[config.mk]
export PLATFORM = sky130hd
export DESIGN_NAME = adder_pg_sum_pipe
export DESIGN_NICKNAME = d
export VERILOG_FILES = /design/src/rtl/adder_pg_sum_pipe.sv
export SDC_FILE = /design/constraint.sdc
export NUM_CORES = 1
export LEC_CHECK = 0
export ABC_CLOCK_PERIOD_IN_PS = 2300
export CORE_ASPECT_RATIO = 1.2
export CORE_MARGIN = 2
export CORE_UTILIZATION = 40
export CTS_CLUSTER_DIAMETER = 120
export DETAILED_ROUTE_END_ITERATION = 12
export GPL_TIMING_DRIVEN = 1
export PLACE_DENSITY = 0.87
export SLEW_MARGIN = 40
export SYNTH_ARGS = -nofsm -noshare
export SYNTH_HDL_FRONTEND = slang
export SYNTH_SLANG_ARGS = --single-unit
export TNS_END_PERCENT = 20
[constraint.sdc]
create_clock -name clk -period 2.3 [get_ports clk]
set_input_delay 0.46 -clock clk [delete_from_list [all_inputs] [get_ports clk]]
set_output_delay 0.46 -clock clk [all_outputs]
set_load 0.005 [all_outputs]
[src/rtl/adder_pg_sum_pipe.sv]
// Two-stage G/P-in, carry-in, sum-out shell around an external prefix carry network; ADDER_PG_SUB_EN adds subtract.
// Latency: result valid one edge after the accept edge; holds 2 beats, in_ready falls when both stages are full and out_ready is low.
module adder_pg_sum_pipe #(
  parameter int N = 32
) (
  input  logic         clk,
  input  logic         rst,
  input  logic         in_valid,
  output logic         in_ready,
  input  logic [N-1:0] in_a,
  input  logic [N-1:0] in_b,
  input  logic         in_cin,
`ifdef ADDER_PG_SUB_EN
  input  logic         in_sub,
`endif
  output logic [N:0]   pg_g,
  output logic [N:1]   pg_p,
  input  logic [N:0]   pg_c,
  output logic         out_valid,
  input  logic         out_ready,
  output logic [N-1:0] out_sum,
  output logic         out_cout,
  output logic         out_ovf,
  output logic         out_zero
);

  logic         r_s1_valid;
  logic         r_s2_valid;
  logic [N-1:0] r_a;
  logic [N-1:0] r_b;
  logic         r_cin;
  logic [N-1:0] r_sum;
  logic         r_cout;
  logic         r_ovf;
  logic         r_zero;

  logic         w_sub;
  logic         w_s2_free;
  logic         w_accept;
  logic         w_advance;
  logic [N-1:0] w_b_eff;
  logic [N-1:0] w_sum;

  assign w_s2_free = !r_s2_valid || out_ready;
  assign in_ready  = !r_s1_valid || w_s2_free;
  assign w_accept  = in_valid && in_ready;
  assign w_advance = r_s1_valid && w_s2_free;

`ifdef ADDER_PG_SUB_EN
  logic r_sub;

  always_ff @(posedge clk) begin
    if (rst) begin
      r_sub <= 1'b0;
    end else if (w_accept) begin
      r_sub <= in_sub;
    end
  end

  assign w_sub = r_sub;
`else
  assign w_sub = 1'b0;
`endif

  // Subtract is A + ~B + 1: invert B and force the carry-in, ignoring cin.
  assign w_b_eff = r_b ^ {N{w_sub}};
  assign pg_g    = {r_a & w_b_eff, r_cin | w_sub};
  assign pg_p    = r_a ^ w_b_eff;

  assign w_sum   = pg_p ^ pg_c[N-1:0];

  always_ff @(posedge clk) begin
    if (rst) begin
      r_s1_valid <= 1'b0;
      r_a        <= '0;
      r_b        <= '0;
      r_cin      <= 1'b0;
    end else begin
      if (w_accept) begin
        r_a   <= in_a;
        r_b   <= in_b;
        r_cin <= in_cin;
      end
      if (w_accept) begin
        r_s1_valid <= 1'b1;
      end else if (w_advance) begin
        r_s1_valid <= 1'b0;
      end
    end
  end

  // Stage 2 only reloads when free, so outputs hold steady under backpressure.
  always_ff @(posedge clk) begin
    if (rst) begin
      r_s2_valid <= 1'b0;
      r_sum      <= '0;
      r_cout     <= 1'b0;
      r_ovf      <= 1'b0;
      r_zero     <= 1'b0;
    end else if (w_advance) begin
      r_s2_valid <= 1'b1;
      r_sum      <= w_sum;
      r_cout     <= pg_c[N];
      r_ovf      <= pg_c[N] ^ pg_c[N-1];
      r_zero     <= ~|w_sum;
    end else if (out_ready) begin
      r_s2_valid <= 1'b0;
    end
  end

  assign out_valid = r_s2_valid;
  assign out_sum   = r_sum;
  assign out_cout  = r_cout;
  assign out_ovf   = r_ovf;
  assign out_zero  = r_zero;

endmodule
* Word-level counts from Yosys, hierarchy flattened *
Cells that the tools add are included.

word-level totals
  flip-flop bits (word level) = 102
  bits of input ports = 102
  output and inout port bits = 102
  logic and storage cells = 27

operators by class
  muxes and demuxes = 4
  bitwise gates (word level) = 4
  reductions and logical operators = 10

operators by type and width
  kind                 count
  $xor A32 B32 Y32     2
  $and A32 B32 Y32     1
  $reduce_or A32 Y1    1
  $mux W1              4
  $reduce_bool A2 Y1   2
  $logic_not A1 Y1     3
  $logic_and A1 B1 Y1  2
  $logic_or A1 B1 Y1   2
  $xor A1 B1 Y1        1

* Logic depth before layout (Yosys ltp) *
  depth in word-level cells = 5
  gate-level depth with buffers = 6
  depth with buffers taken out = 5

* Worst setup path before layout *
OpenSTA, ideal clock, no wires.

  kind = register to register
  start = register r_a[30]
  end = register r_zero (netlist: out_zero)
  setup time = 0.059 ns
  data arrival time = 1.364 ns
  required time = 2.241 ns
  path slack = 0.877 ns
  cell stages (with the launch flop) = 6
  buffers on the path = 0
  clock period less this slack = 1.423 ns
  cells stage by stage = dfxtp_1 -> ha_1 -> xnor2_1 -> nand4_1 -> nor4_1 -> a41o_1

between the ends
  cells in the longest elaborated chain, start to end = 4

ends and longest elaborated chain
  item                    RTL line  text
  start, declared         29        logic [N-1:0] r_a;
  start signal, assigned  80        r_a <= in_a;
  $xor A32 B32 Y32        68        assign pg_p = r_a ^ w_b_eff;
  net pg_p, one bit       17        output logic [N:1] pg_p,
  $xor A32 B32 Y32        70        assign w_sum = pg_p ^ pg_c[N-1:0];
  $reduce_or A32 Y1       105       r_zero <= ~|w_sum;
  $logic_not A1 Y1        105
  end signal, assigned    105
  end, declared           35        logic r_zero;

The timed path passes the listed nets, and every way through them passes these cells.
A chain may end at the register's enable or synchronous reset.

* Worst setup path after layout *
  start = input port out_ready
  end = output port in_ready

between the ends
  cells in the longest elaborated chain, start to end = 2

ends and longest elaborated chain
  item                RTL line  text
  start, declared     20        input logic out_ready,
  $logic_or A1 B1 Y1  44        assign w_s2_free = !r_s2_valid || out_ready;
  $logic_or A1 B1 Y1  45        assign in_ready = !r_s1_valid || w_s2_free;
  end, declared       9         output logic in_ready,

No other way between the ends.

==> out/qor.json <==
{
  "dp.final_hpwl": {"value": 9.77, "unit": "mm"},
  "finalWorstPathRequiredPeriod": {"value": 2120, "unit": "ps"},
  "postSynthCellCount": {"value": 490},
  "diodes": {"value": 0},
  "clock_tree_from_tritoncts": {"value": "yes"},
  "synthesis.area_per_instance": {"value": 9.14, "unit": "um^2"},
  "maxSlewViolCount": {"value": 0},
  "cts.repair_timing.setup_buffer_count": {"value": 0},
  "die_h": {"value": 120, "unit": "um"},
  "grt_first_pass_wirelength": {"value": 19.5, "unit": "mm"},
  "leading_cell_types_by_total_area_after_synthesis": {"value": "dfxtp_1 46%, nand2_1 11%, ha_1 8.9%"},
  "whs_endpoint": {"value": "r_b[13]"},
  "slowest_delay": {"value": 530, "unit": "ps"},
  "dr.pass1.iters": {"value": 4},
  "ys_types": {"value": 24},
  "critPathMaxFanout": {"value": 4},
  "clock_sinks": {"value": 102},
  "whs_path_depth": {"value": 2},
  "drt-initial-drc-count": {"value": 120},
  "ys_seq_elements": {"value": 102},
  "intPower": {"value": 3.30, "unit": "mW"},
  "cts.hold.buffers_added": {"value": 0},
  "finalSetupTns": {"value": 0, "unit": "ps"},
  "r2r_slack": {"value": 600, "unit": "ps"},
  "final_util": {"value": 0.625},
  "worstSetupEndpointType": {"value": "output pin"},
  "grt_antenna_before_repair": {"value": 0},
  "io-pin-count": {"value": 204},
  "final_layout_size_suffix_gt1_frac": {"value": 0.0849},
  "cts-root-to-sink-buffers": {"value": 2},
  "route.detailed.drc": {"value": 0},
  "preCtsSetupSlack": {"value": 157, "unit": "ps"},
  "finish.net_count": {"value": 812},
  "irDropWorstVdd": {"value": 0.000423, "unit": "V"},
  "max_cap_viol_count": {"value": 0},
  "clock-skew-final": {"value": 8.37, "unit": "ps"},
  "fillers": {"value": 909},
  "grt_setup_unrepaired": {"value": "false"},
  "power.static_leakage": {"value": 2.64, "unit": "nW"},
  "final_critical_path_setup_slack": {"value": 184, "unit": "ps"},
  "synth_top_area_frac": {"value": 0.456},
  "layout_common_cells": {"value": "202 x clkdlybuf4s50_1, 134 x nand2_1, 102 x dfxtp_1"},
  "htreeDepth": {"value": 3},
  "layout-area-overhead-vs-synth": {"value": 53.2, "unit": "%"},
  "setup_violations": {"value": 0},
  "final_min_period_over_clock_period": {"value": 0.920},
  "worstPathRequired": {"value": 1840, "unit": "ps"},
  "power_switching_share": {"value": 0.253},
  "switchingPower": {"value": 1.12, "unit": "mW"},
  "clk_pin_slew_worst_paths": {"value": 70, "unit": "ps"},
  "clock_power_share": {"value": 0.342},
  "timing_worst_slew_pin_value": {"value": 377, "unit": "ps"},
  "run_status": {"value": "finished, final reports clean"},
  "rr_endpoint": {"value": "out_zero"},
  "grt_start_max_net_pins": {"value": 66},
  "hold_start": {"value": "r_b[13]"},
  "die_area": {"value": 12100, "unit": "um^2"},
  "critPathKind": {"value": "input pin to output pin"},
  "final_common_cell": {"value": "clkdlybuf4s50_1"},
  "achievable-frequency": {"value": 473, "unit": "MHz"},
  "netlist_area": {"value": 4480, "unit": "um^2"},
  "seqCellArea": {"value": 2040, "unit": "um^2"},
  "timing.critical_path.cells": {"value": "clkdlybuf4s50_1 > nand3b_1 > clkdlybuf4s50_1"},
  "syn_nets": {"value": 624},
  "pwr_density_cell": {"value": 644, "unit": "nW/um^2"},
  "route.detailed.vias_per_inst": {"value": 5.02},
  "comb_power_share": {"value": 0.218},
  "grt_pass1_vias": {"value": 4114},
  "core_area": {"value": 11000, "unit": "um^2"},
  "overflow_left_after_global_routing": {"value": 0},
  "floorplan.rows": {"value": 42},
  "critical_path.most_common_cell": {"value": "clkdlybuf4s50_1"},
  "rr_worst_depth": {"value": 5},
  "multi_input_area": {"value": 2180, "unit": "um^2"},
  "clock_latency": {"value": 330, "unit": "ps"},
  "worst_path_max_delay_cell": {"value": "clkdlybuf4s50_1"},
  "detail_route.wirelength": {"value": 12.5, "unit": "mm"},
  "cts_root_buf": {"value": "clkbuf_16"},
  "cts_made_buffers": {"value": 9},
  "cp_data_arrival_time": {"value": 1660, "unit": "ps"},
  "gr-usage-all-layers": {"value": 0.203},
  "worst_hold_path_type": {"value": "flop to flop"},
  "worstReg2RegStart": {"value": "r_a[4]"},
  "wl_per_cell": {"value": 15.3, "unit": "um"},
  "maxSlewHeadroom": {"value": 0.747},
  "detailroute.via_count": {"value": 4093},
  "ctsResizeCount": {"value": 0},
  "floorplan.initialDensity": {"value": 0.408},
  "finalWeightedCongestion": {"value": 0.833},
  "sequentialPowerShare": {"value": 0.439},
  "drtAntennaViolNets": {"value": 0},
  "timing.final.hold_violations": {"value": 0},
  "ys.warnings.count": {"value": 0},
  "number_of_buffers_inserted_by_port_buffering": {"value": 203},
  "setup.worst_path.start_class": {"value": "input pin"},
  "synth.yosys.seq_area_share": {"value": 0.456},
  "post-synth-top-area-cell": {"value": "dfxtp_1"},
  "dieWidth": {"value": 101, "unit": "um"},
  "final.hold.worst_slack": {"value": 461, "unit": "ps"}
}
## metal layers
layer	up-vias	wire (um)	GRT usage
met1	1921	4810	0.221
li1	2011	-	-
met4	0	263	0.0813
met2	137	6680	0.375
met3	24	714	0.0437
met5	-	0	0
## final cells by class
class                      instances  share of cell area
clock buffer                      11              0.0354
clock inverter                     5             0.00857
inverter                           2             0.00109
multi-input combinational        352               0.318
sequential                       102               0.298
tap                              132              0.0241
timing repair buffer             211               0.315
## cells by family (layout without fill, tap and decap cells)
group                    after synthesis  count (layout)  synth area share
AO/OA/AOI/OAI                        101             101             0.165
buffers and inverters                 36             229            0.0581
XOR/XNOR                              33              33            0.0645
AND/OR/NAND/NOR                      186             186             0.167
flip-flops                           102             102             0.456
adder cells (fa/ha/maj)               32              32            0.0894
## cell usage after synthesis
master and instances:
and2_1 2, a211oi_2 30, nand4_1 7, nor4_1 1
xor2_1 1, clkbuf_1 7, dfxtp_1 102, buf_6 14
a41o_1 1, nor3b_1 1, ha_1 32, buf_1 3
buf_2 7, nand2b_4 1, nand3b_1 1, a21oi_1 68
nor2_1 34, nor3_1 3, inv_1 2, nor2b_1 1
buf_4 3, nand2_1 135, a211oi_1 2, xnor2_1 32
## how the worst max path moves through the flow
| stage | slack (ps) | start | endpoint |
|---|---|---|---|
| floorplan | 880 | r_a[30] | out_zero |
| global placement | 210 | out_ready | in_ready |
| detailed placement | 160 | out_ready | in_ready |
| CTS | 160 | out_ready | in_ready |
| global route | 110 | out_ready | in_ready |
| finish | 180 | out_ready | in_ready |
## stage by stage
stage	instances	power, mW	area (um^2)
after CTS	815	4.47	6860
final	815	4.42	6860
after detailed placement	799	2.95	6560
after global routing	815	4.62	6860
after global placement	799	2.92	6560
after floorplan	490	2.43	4480
## power groups by stage
stage | combinational, mW | sequential, mW | clock [mW]
after floorplan | 0.458 | 1.97 | 0
after global placement | 0.946 | 1.98 | 0
after detailed placement | 0.970 | 1.98 | 0
after CTS | 0.978 | 1.94 | 1.55
after global routing | 1.05 | 1.96 | 1.62
final | 0.965 | 1.94 | 1.51
## flip-flops by register name, summed over array words and instances, names as in the netlist
| name | flops |
|---|---|
| out_sum | 32 |
| r_a | 32 |
| r_b | 32 |
| out_cout | 1 |
| out_ovf | 1 |
| out_valid | 1 |
| out_zero | 1 |
| r_cin | 1 |
| r_s1_valid | 1 |
## worst max-delay path: cells and delay by family
family / cells / cell delay (ps)
buffers and inverters: 2 / 1010
AND/OR/NAND/NOR: 1 / 180
No activity file was read; power rests on OpenSTA's default activity.
==> edit (config.mk and constraints unchanged) <==
The parameter `N` goes from 32 to 64.
--- a/src/rtl/adder_pg_sum_pipe.sv
+++ b/src/rtl/adder_pg_sum_pipe.sv
@@ -1,7 +1,7 @@
 // Two-stage G/P-in, carry-in, sum-out shell around an external prefix carry network; ADDER_PG_SUB_EN adds subtract.
 // Latency: result valid one edge after the accept edge; holds 2 beats, in_ready falls when both stages are full and out_ready is low.
 module adder_pg_sum_pipe #(
-  parameter int N = 32
+  parameter int N = 64
 ) (
   input  logic         clk,
   input  logic         rst,
Ports: changed (6 resized); port bits go from 204 to 396. No check against the original RTL was run, so the function may have changed too.
==> edit against the original RTL <==
Combinational power increased by 87%. Critical path type unchanged. Count of clock-buffer cells in the layout increased by 7. Core utilization increased by 1.7 points. Routed wire length increased by 120%. Worst setup slack got worse by 58 ps. Total power increased by 91%. Design area increased by 89%. Sequential cell count increased by 96. Area after synthesis increased by 84%.
==> edit: results (changes against the original RTL) <==
Worst Hold Depth=2 (unchanged); Worst Skew=10.3 ps (was 8.37 ps); Leakage=0.00499 µW (was 0.00264 µW); Min Hold Slack=445 ps (was 461 ps); top cells by count, synth=262 x nand2_1, 198 x dfxtp_1, 131 x a21oi_1 (was 135 x nand2_1, 102 x dfxtp_1, 68 x a21oi_1); met1 wire length=10500 µm (was 4810 µm); fmax=0.460 GHz (was 0.473 GHz); pre-CTS WS=-265 ps (was 157 ps); largest net degree at the start of global routing=79 (was 66); Post-CTS Resized=1 (was 0); crit-path max cell delay=480 ps (was 530 ps); Met2 Routed Length=14200 µm (was 6680 µm); DP Area=12400 µm² (was 6560 µm²); XOR/XNOR share of the synthesized area=6.92% (was 6.45%); post-synthesis sequential area ratio=48.2% (was 45.6%); Final nets=1569 (was 812); Max-slew headroom=66.3% (was 74.7%); post-synthesis adder-cell area fraction=9.73% (was 8.94%); Mapped Nets=1210 (was 624); post-synthesis compound-gate area fraction=13.9% (was 16.5%); Worst-Skew Late Latency=430 ps (was 330 ps); H-tree depth=4 (was 3); Ant. Diodes=0 (unchanged); met2 Use GR=44.7% (was 37.5%); Syn Area/Cell=8.68 µm² (was 9.14 µm²); Detailed Routing Iterations Pass 1=5 (was 4); met3 usage=7.91% (was 4.37%); DR WL met3=2050 µm (was 714 µm); hold endpoint=r_a[18]$_SDFFE_PP0P_ (was r_b[13]$_SDFFE_PP0P_); GP Congestion=0.915 (was 0.833); share of layout cells above drive strength 1=3.64% (was 8.49%); outcome=completed (unchanged); post-detailed-route via-to-cell ratio=5.02 (about the same); min-delay src=rst (was r_b[13]$_SDFFE_PP0P_); HP Class=input pin to flop (was flop to flop); CTS Buf Count=17 (was 9); vias in the first global route=7892 (was 4114); gr usage total=25.1% (was 20.3%); Non-Filler Instances=1584 (was 815); Peak VDD IR=492 µV (was 423 µV); grt met1 use=26.8% (was 22.1%); fill count=1629 (was 909); distinct cell type count of the synthesized netlist=23 (was 24); DP Wirelength=21400 µm (was 9770 µm); Critical Path AT=1710 ps (was 1660 ps); maximum fanout along the worst path=5 (was 4); top post-synthesis cells by area=dfxtp_1 48%, nand2_1 12%, ha_1 9.7% (was dfxtp_1 46%, nand2_1 11%, ha_1 8.9%); clock root buffer=clkbuf_16 (unchanged); DRT iter0 DRCs=372 (was 120); Reg2Reg Depth=6 (was 5); RR Startpoint=r_a[59]$_SDFFE_PP0P_ (was r_a[4]$_SDFFE_PP0P_); flop-to-flop setup slack=210 ps (was 600 ps); top routing layer used=met4 (unchanged); global-route wire length before repair=42300 µm (was 19500 µm); I/O Buffers=395 (was 203); WL/cell=17.6 µm (was 15.3 µm)
==> edit: changes by cell type after synthesis, sizes merged, moves of 2 or more <==
cell	before	now
nand2	135	262
dfxtp	102	198
a21oi	68	131
nor2	34	69
a211oi	32	64
ha	32	64
xnor2	32	64
buf	27	46
clkbuf	7	20
nand4	7	16
nor4	1	3
==> edit: critical path, delay by kind of cell <==
kind / cells / cell delay, ps
buf+inv: 2 / 920
simple gates: 2 / 330
==> edit: layout make-up <==
type | instances | area [µm²] | share of cell area [%]
multi-input combinational | 683 | 3960 | 30.6
timing repair buffer | 406 | 4140 | 32.0
inverter | 1 | 3.75 | 0.0290
clock inverter | 13 | 118 | 0.908
sequential | 198 | 3960 | 30.6
clock buffer | 18 | 439 | 3.39
tap | 265 | 332 | 2.56
==> edit: where the power goes <==
part / total, µW / switching, µW / internal (µW)
logic: 1800 / 781 / 1020
registers: 3770 / 122 / 3650
clock network: 2860 / 1420 / 1450
total: 8430 / 2320 / 6110
